==> config.mk <==
export PLATFORM = sky130hd
export DESIGN_NAME = tone_player
export DESIGN_NICKNAME = d
export VERILOG_FILES = /design/src/rtl/music_box_pkg.sv /design/src/rtl/tone_osc.sv /design/src/rtl/tone_player.sv
export SDC_FILE = /design/constraint.sdc
export NUM_CORES = 1
export LEC_CHECK = 0
export BUFFER_PORTS_ARGS = -buffer_cell sky130_fd_sc_hd__clkbuf_2
export CORE_MARGIN = 3
export CORE_UTILIZATION = 41
export DETAILED_ROUTE_END_ITERATION = 10
export HOLD_SLACK_MARGIN = 0.15
export PLACE_DENSITY_LB_ADDON = 0.1
export SLEW_MARGIN = 30
export SYNTH_ARGS = -nofsm -noshare
export SYNTH_HDL_FRONTEND = slang
export SYNTH_SLANG_ARGS = --single-unit
==> constraint.sdc <==
create_clock -name clk -period 4 [get_ports clk]
set_input_delay 0.2 -clock clk [delete_from_list [all_inputs] [get_ports clk]]
set_output_delay 0.2 -clock clk [all_outputs]
set_load 0.05 [all_outputs]
==> src/rtl/music_box_pkg.sv <==
// Shared types and constants for the tone player and its note sequencer.
package music_box_pkg;

  localparam int NOTE_W = 20;
  localparam int DUR_W  = 2;

  localparam logic [NOTE_W-1:0] END_OF_SONG = '0;

  localparam logic [DUR_W-1:0] DUR_1BEAT = 2'b00;
  localparam logic [DUR_W-1:0] DUR_2BEAT = 2'b01;
  localparam logic [DUR_W-1:0] DUR_3BEAT = 2'b10;
  localparam logic [DUR_W-1:0] DUR_4BEAT = 2'b11;

  typedef enum logic [2:0] {
    ST_IDLE,
    ST_SYNC,
    ST_REQ,
    ST_WAIT,
    ST_LOAD,
    ST_PLAY,
    ST_GAP,
    ST_DONE
  } state_e;

  // Counter must reach the longest note (4 beats) or the gap, whichever is larger.
  function automatic int cnt_width(input int unsigned beat, input int unsigned gap);
    int unsigned m;
    m = beat * 4;
    if (gap > m) m = gap;
    return $clog2(m + 1);
  endfunction

endpackage

==> src/rtl/tone_osc.sv <==
// Square-wave divider: wave toggles every `period` cycles while enabled,
// and is held cleared (counter and output) while disabled.
module tone_osc
  import music_box_pkg::*;
(
  input  logic              clk,
  input  logic              rst_n,
  input  logic              enable,
  input  logic [NOTE_W-1:0] period,
  output logic              wave
);

  logic [NOTE_W-1:0] cnt_q, cnt_d;
  logic              wave_q, wave_d;

  always_comb begin
    cnt_d  = cnt_q;
    wave_d = wave_q;
    if (!enable) begin
      cnt_d  = '0;
      wave_d = 1'b0;
    end else if (cnt_q == period - NOTE_W'(1)) begin
      cnt_d  = '0;
      wave_d = ~wave_q;
    end else begin
      cnt_d = cnt_q + NOTE_W'(1);
    end
  end

  always_ff @(posedge clk) begin
    if (!rst_n) begin
      cnt_q  <= '0;
      wave_q <= 1'b0;
    end else begin
      cnt_q  <= cnt_d;
      wave_q <= wave_d;
    end
  end

  assign wave = wave_q;

endmodule

==> src/rtl/tone_player.sv <==
// Song playback controller: fetches notes from an external sequencer and plays them.
// Optional inter-note silence is built when TONE_PLAYER_GAP_EN is defined.
//
// state | meaning
// IDLE  | waiting for start
// SYNC  | seq_start pulse, rewinds the sequencer
// REQ   | note_req pulse
// WAIT  | sequencer latency slot
// LOAD  | capture period/duration, end of song on period 0
// PLAY  | tone running for (duration+1) beats
// GAP   | silence between notes
// DONE  | done pulse, then IDLE
module tone_player
  import music_box_pkg::*;
#(
  parameter int unsigned BEAT_CYCLES = 25_000_000,
  parameter int unsigned GAP_CYCLES  = 2_500_000
) (
  input  logic              clk,
  input  logic              rst_n,
  input  logic              start,
  input  logic              stop,
  output logic              seq_start,
  output logic              note_req,
  input  logic [NOTE_W-1:0] note_period,
  input  logic [DUR_W-1:0]  duration,
  output logic              audio_out,
  output logic              audio_en,
  output logic              busy,
  output logic              done
);

`ifdef TONE_PLAYER_GAP_EN
  localparam int CNT_W = cnt_width(BEAT_CYCLES, GAP_CYCLES);
  localparam logic [CNT_W-1:0] GAP_LAST = CNT_W'(GAP_CYCLES - 1);
`else
  localparam int CNT_W = cnt_width(BEAT_CYCLES, 0);
  logic unused_gap_cycles;
  assign unused_gap_cycles = (GAP_CYCLES != 0);
`endif

  state_e            state_q;
  logic [NOTE_W-1:0] period_q;
  logic [DUR_W-1:0]  dur_q;
  logic [CNT_W-1:0]  cnt_q;
  logic [CNT_W-1:0]  play_last;
  logic              seq_start_q, note_req_q, audio_en_q, busy_q, done_q;
  logic              wave;

  always_comb play_last = CNT_W'(BEAT_CYCLES * (32'(dur_q) + 32'd1) - 32'd1);

  always_ff @(posedge clk) begin
    if (!rst_n) begin
      state_q     <= ST_IDLE;
      period_q    <= '0;
      dur_q       <= '0;
      cnt_q       <= '0;
      seq_start_q <= 1'b0;
      note_req_q  <= 1'b0;
      audio_en_q  <= 1'b0;
      busy_q      <= 1'b0;
      done_q      <= 1'b0;
    end else begin
      seq_start_q <= 1'b0;
      note_req_q  <= 1'b0;
      done_q      <= 1'b0;
      if (stop) begin
        state_q    <= ST_IDLE;
        cnt_q      <= '0;
        audio_en_q <= 1'b0;
        busy_q     <= 1'b0;
      end else begin
        case (state_q)
          ST_IDLE: if (start) begin
            state_q     <= ST_SYNC;
            seq_start_q <= 1'b1;
            busy_q      <= 1'b1;
          end
          ST_SYNC: begin
            state_q    <= ST_REQ;
            note_req_q <= 1'b1;
          end
          ST_REQ:  state_q <= ST_WAIT;
          ST_WAIT: state_q <= ST_LOAD;
          ST_LOAD: begin
            period_q <= note_period;
            dur_q    <= duration;
            cnt_q    <= '0;
            if (note_period == END_OF_SONG) begin
              state_q <= ST_DONE;
              done_q  <= 1'b1;
            end else begin
              state_q    <= ST_PLAY;
              audio_en_q <= 1'b1;
            end
          end
          ST_PLAY: begin
            if (cnt_q == play_last) begin
              cnt_q      <= '0;
              audio_en_q <= 1'b0;
`ifdef TONE_PLAYER_GAP_EN
              if (GAP_CYCLES == 0) begin
                state_q    <= ST_REQ;
                note_req_q <= 1'b1;
              end else begin
                state_q <= ST_GAP;
              end
`else
              state_q    <= ST_REQ;
              note_req_q <= 1'b1;
`endif
            end else begin
              cnt_q <= cnt_q + CNT_W'(1);
            end
          end
`ifdef TONE_PLAYER_GAP_EN
          ST_GAP: begin
            if (cnt_q == GAP_LAST) begin
              cnt_q      <= '0;
              state_q    <= ST_REQ;
              note_req_q <= 1'b1;
            end else begin
              cnt_q <= cnt_q + CNT_W'(1);
            end
          end
`endif
          ST_DONE: begin
            state_q <= ST_IDLE;
            busy_q  <= 1'b0;
          end
          default: begin
            state_q    <= ST_IDLE;
            cnt_q      <= '0;
            audio_en_q <= 1'b0;
            busy_q     <= 1'b0;
          end
        endcase
      end
    end
  end

  tone_osc u_osc (
    .clk    (clk),
    .rst_n  (rst_n),
    .enable (audio_en_q),
    .period (period_q),
    .wave   (wave)
  );

  // The divider may still hold a high level for one cycle after PLAY ends.
  assign audio_out = wave & audio_en_q;
  assign audio_en  = audio_en_q;
  assign seq_start = seq_start_q;
  assign note_req  = note_req_q;
  assign busy      = busy_q;
  assign done      = done_q;

endmodule

==> impl_metrics.yaml <==
finish:
  seqCellArea_um2: 1560
  fin_cells: 741
  design_area_um2: 5140
  multi_input_area_um2: 2700
  nFillCells: 1024
  final_util_pct: 49.3
  layout-area-overhead-vs-synth_pct: 16.1
  n_antenna_cell: 0
  nets: 639
  drive_gt1_share_pct: 10.4
die:
  dieHeight_um: 110
  dieArea_um2: 12100
  ios: 32
  die_w_um: 110
  core_region_area_um2: 10400
  num_rows: 37
  start_util_pct: 42.5
synth:
  yosys_warnings: 0
  synthSimpleGateAreaFrac_pct: 29.5
  synth_fp_nets: 597
  synth-edff-count: 0
  synth_xor_area_share_pct: 14.0
  synth_fa_ha_area_share_pct: 3.67
  netlist_instances: 558
  synthArstFlopShare_pct: 0
  ys_seq_area_share_pct: 35.3
  ys.flop_type: "dfxtp_1"
  ys_ff_latch: 78
  synth_compound_area_share_pct: 13.1
  syn-cell-area_um2: 4430
  synth.avg_cell_area_um2: 7.93
  yosysUniqueCellTypes: 54
  synth.area.mux_share_pct: 0.452
  synth_top_family_by_area: "simple AND/OR/NAND/NOR gates"
power:
  pwr-share-clk_pct: 44.5
  cellInternalPower_w: 0.00118
  seqPwrFrac_pct: 51.5
  vdd.ir_drop.worst_uv: 169
  p_sw_share_pct: 22.0
  comb_power_share_pct: 4.1
  finalPower_w: 0.00152
  p_switching_w: 0.000334
  p_leak_nw: 1.81
  power_density_nw_per_um2: 295
detailed_routing:
  wl_um: 10100
  vias: 3857
  dr.first_iter.drc_count: 186
  drc: 0
  wl_per_cell_um: 13.6
  ant_nets: 0
  vias_per_cell: 5.21
  first_pass_iters: 4
clocking:
  cts.sinks: 78
  root_buffer: "clkbuf_8"
  post_cts_buffers: 0
  worstSkewPairLatency_ns: 0.34
  clk_pin_slew_ns: 0.08
  cts_buffer_depth: 2
  cts_buffers: 9
  cts_tree: "yes"
  htree_num_levels: 3
sta:
  rsz0062_at_grt: "false"
  slew-limit-headroom_pct: 51.2
  setup_viol: 0
  hold_viol: 0
  clock.fmax_ghz: 0.300
  period_share_pct: 83.3
  slew_violations: 0
  post-route-min-period_ns: 3.33
  finClkSkew_ns: 0.0116
  tightest_slew_ns: 0.731
  fin_setup_tns_ns: 0
worst_setup_path:
  start_kind: "register"
  cp_max_fo: 20
  r2r_cells: 13
  worstSetupEndpointType: "register"
  critPathArrivalTime_ns: 3.56
  worstSetupPathType: "register to register"
  required_ns: 4.23
hold_path:
  hold_path_class: "primary input to register"
  holdPathStages: 4
global_route:
  grt-ovfl-total: 0
  grt_pass1_wl_um: 17000
  grt_max_degree: 26
  grt_use_total_pct: 17.6
  first_global_vias: 3630
  antenna_found_initial: 0
place:
  portBuffers: 31
  numPlacedInstances: 702
  dp_hpwl_um: 7430
  placed_area_um2: 4680
  routabilityCongestion: 0.840
outcome:
  status: "finished, final reports clean"
run:
  maxCapViolations: 0
-- through the flow --
| stage | hold slack, ns | setup WS [ns] |
|---|---|---|
| after detailed placement | 0.443 | 0.669 |
| after global routing | 0.273 | 0.375 |
| final | 0.245 | 0.669 |
| after CTS | 0.225 | 0.662 |
| after global placement | 0.442 | 0.752 |
| after floorplan | 0.318 | 1.01 |
-- worst max-delay path: stages, from the launching register on --
cell and delay (ns):
dfxtp_1 0.54, inv_1 0.14, ha_1 0.28, ha_1 0.39, ha_1 0.35, xor2_1 0.15, nor4_1 0.33, nand4_1 0.14
nor2_1 0.15, a211oi_1 0.09, buf_4 0.19, o21bai_1 0.13, buf_4 0.26, nor2_1 0.08
-- state kept, by name (all words and copies together) (netlist names) --
signal / cells
audio_en: 1
busy: 1
cnt_q: 27
done: 1
dur_q: 2
note_req: 1
period_q: 20
seq_start: 1
state_q: 3
u_osc.cnt_q: 20
u_osc.wave: 1
-- path summary, 6_finish.rpt --
kind	from	endpoint	slack (ns)
max reg2reg	dur_q[0]	cnt_q[11]	0.67
min	stop	period_q[19]	0.25
max	dur_q[0]	cnt_q[11]	0.67
min reg2reg	u_osc.wave	u_osc.wave	0.48
-- per-layer routing --
layer	wire [µm]	track usage (%)	vias up
met2	5050	30.9	47
met3	242	3.23	13
met4	147	5.34	0
met1	4650	21.7	1796
met5	0	0	-
li1	-	-	2001
-- placed cells by master, fill, tap and decap left out, types with 13 or more instances in the layout --
cell type / count
nor2_1: 71
xnor2_1: 36
a21boi_0: 22
nand3_1: 29
nand4_1: 13
ha_1: 13
nor4_1: 14
clkbuf_2: 31
nor3_1: 13
xor2_1: 35
a21oi_1: 16
dlygate4sd3_1: 23
nand2_1: 79
dfxtp_1: 78
-- cells by family (layout without fill, tap and decap cells) --
family / after synthesis / count (layout)
compound gates: 82 / 82
xor+xnor: 71 / 71
fa+ha+maj: 13 / 13
buf+inv: 41 / 88
flops: 78 / 78
mux: 2 / 2
simple gates: 271 / 271
-- what timing repair did --
| item | 4_1_cts | 5_1_grt |
|---|---|---|
| hold buffers | 23 | 0 |
| hold endpoints to repair | 24 | 0 |
| gates resized for setup | 0 | 0 |
-- power by group through the flow --
| stage | Combinational [W] | Clock [W] | Sequential (W) |
|---|---|---|---|
| floorplan | 0.0000191 | 0 | 0.000801 |
| global placement | 0.0000437 | 0 | 0.000799 |
| detailed placement | 0.0000441 | 0 | 0.000799 |
| CTS | 0.0000617 | 0.000704 | 0.000780 |
| global route | 0.0000672 | 0.000736 | 0.000781 |
| finish | 0.0000618 | 0.000674 | 0.000780 |
-- cell usage after synthesis, types with 5 or more instances --
master	instances	share of area, %
clkbuf_1	22	1.9
xnor2_1	36	7.1
nand3_1	29	3.3
nor2_1	71	6.0
nor2b_1	6	0.85
nand2_1	79	6.7
dfxtp_1	78	35
xor2_1	35	6.9
nor3_1	14	1.6
nor4_1	14	2.0
or4_1	5	0.85
and3_1	6	0.85
nand2b_1	6	0.85
nand4_1	13	1.8
a21oi_1	16	1.8
a21boi_0	22	3.7
a31oi_1	5	0.71
or3_1	8	1.1
ha_1	13	3.7
o21ai_0	8	0.90
inv_1	12	1.0
-- layout make-up --
class                           instances  share of cell area (%)
Sequential cell                        78                    30.4
Clock inverter                          6                    1.80
Multi-Input combinational cell        439                    52.6
Tap cell                              136                    3.31
Inverter                               12                   0.876
Timing Repair Buffer                   60                    8.37
Clock buffer                           10                    2.68
(Power assumes the default switching activity.)
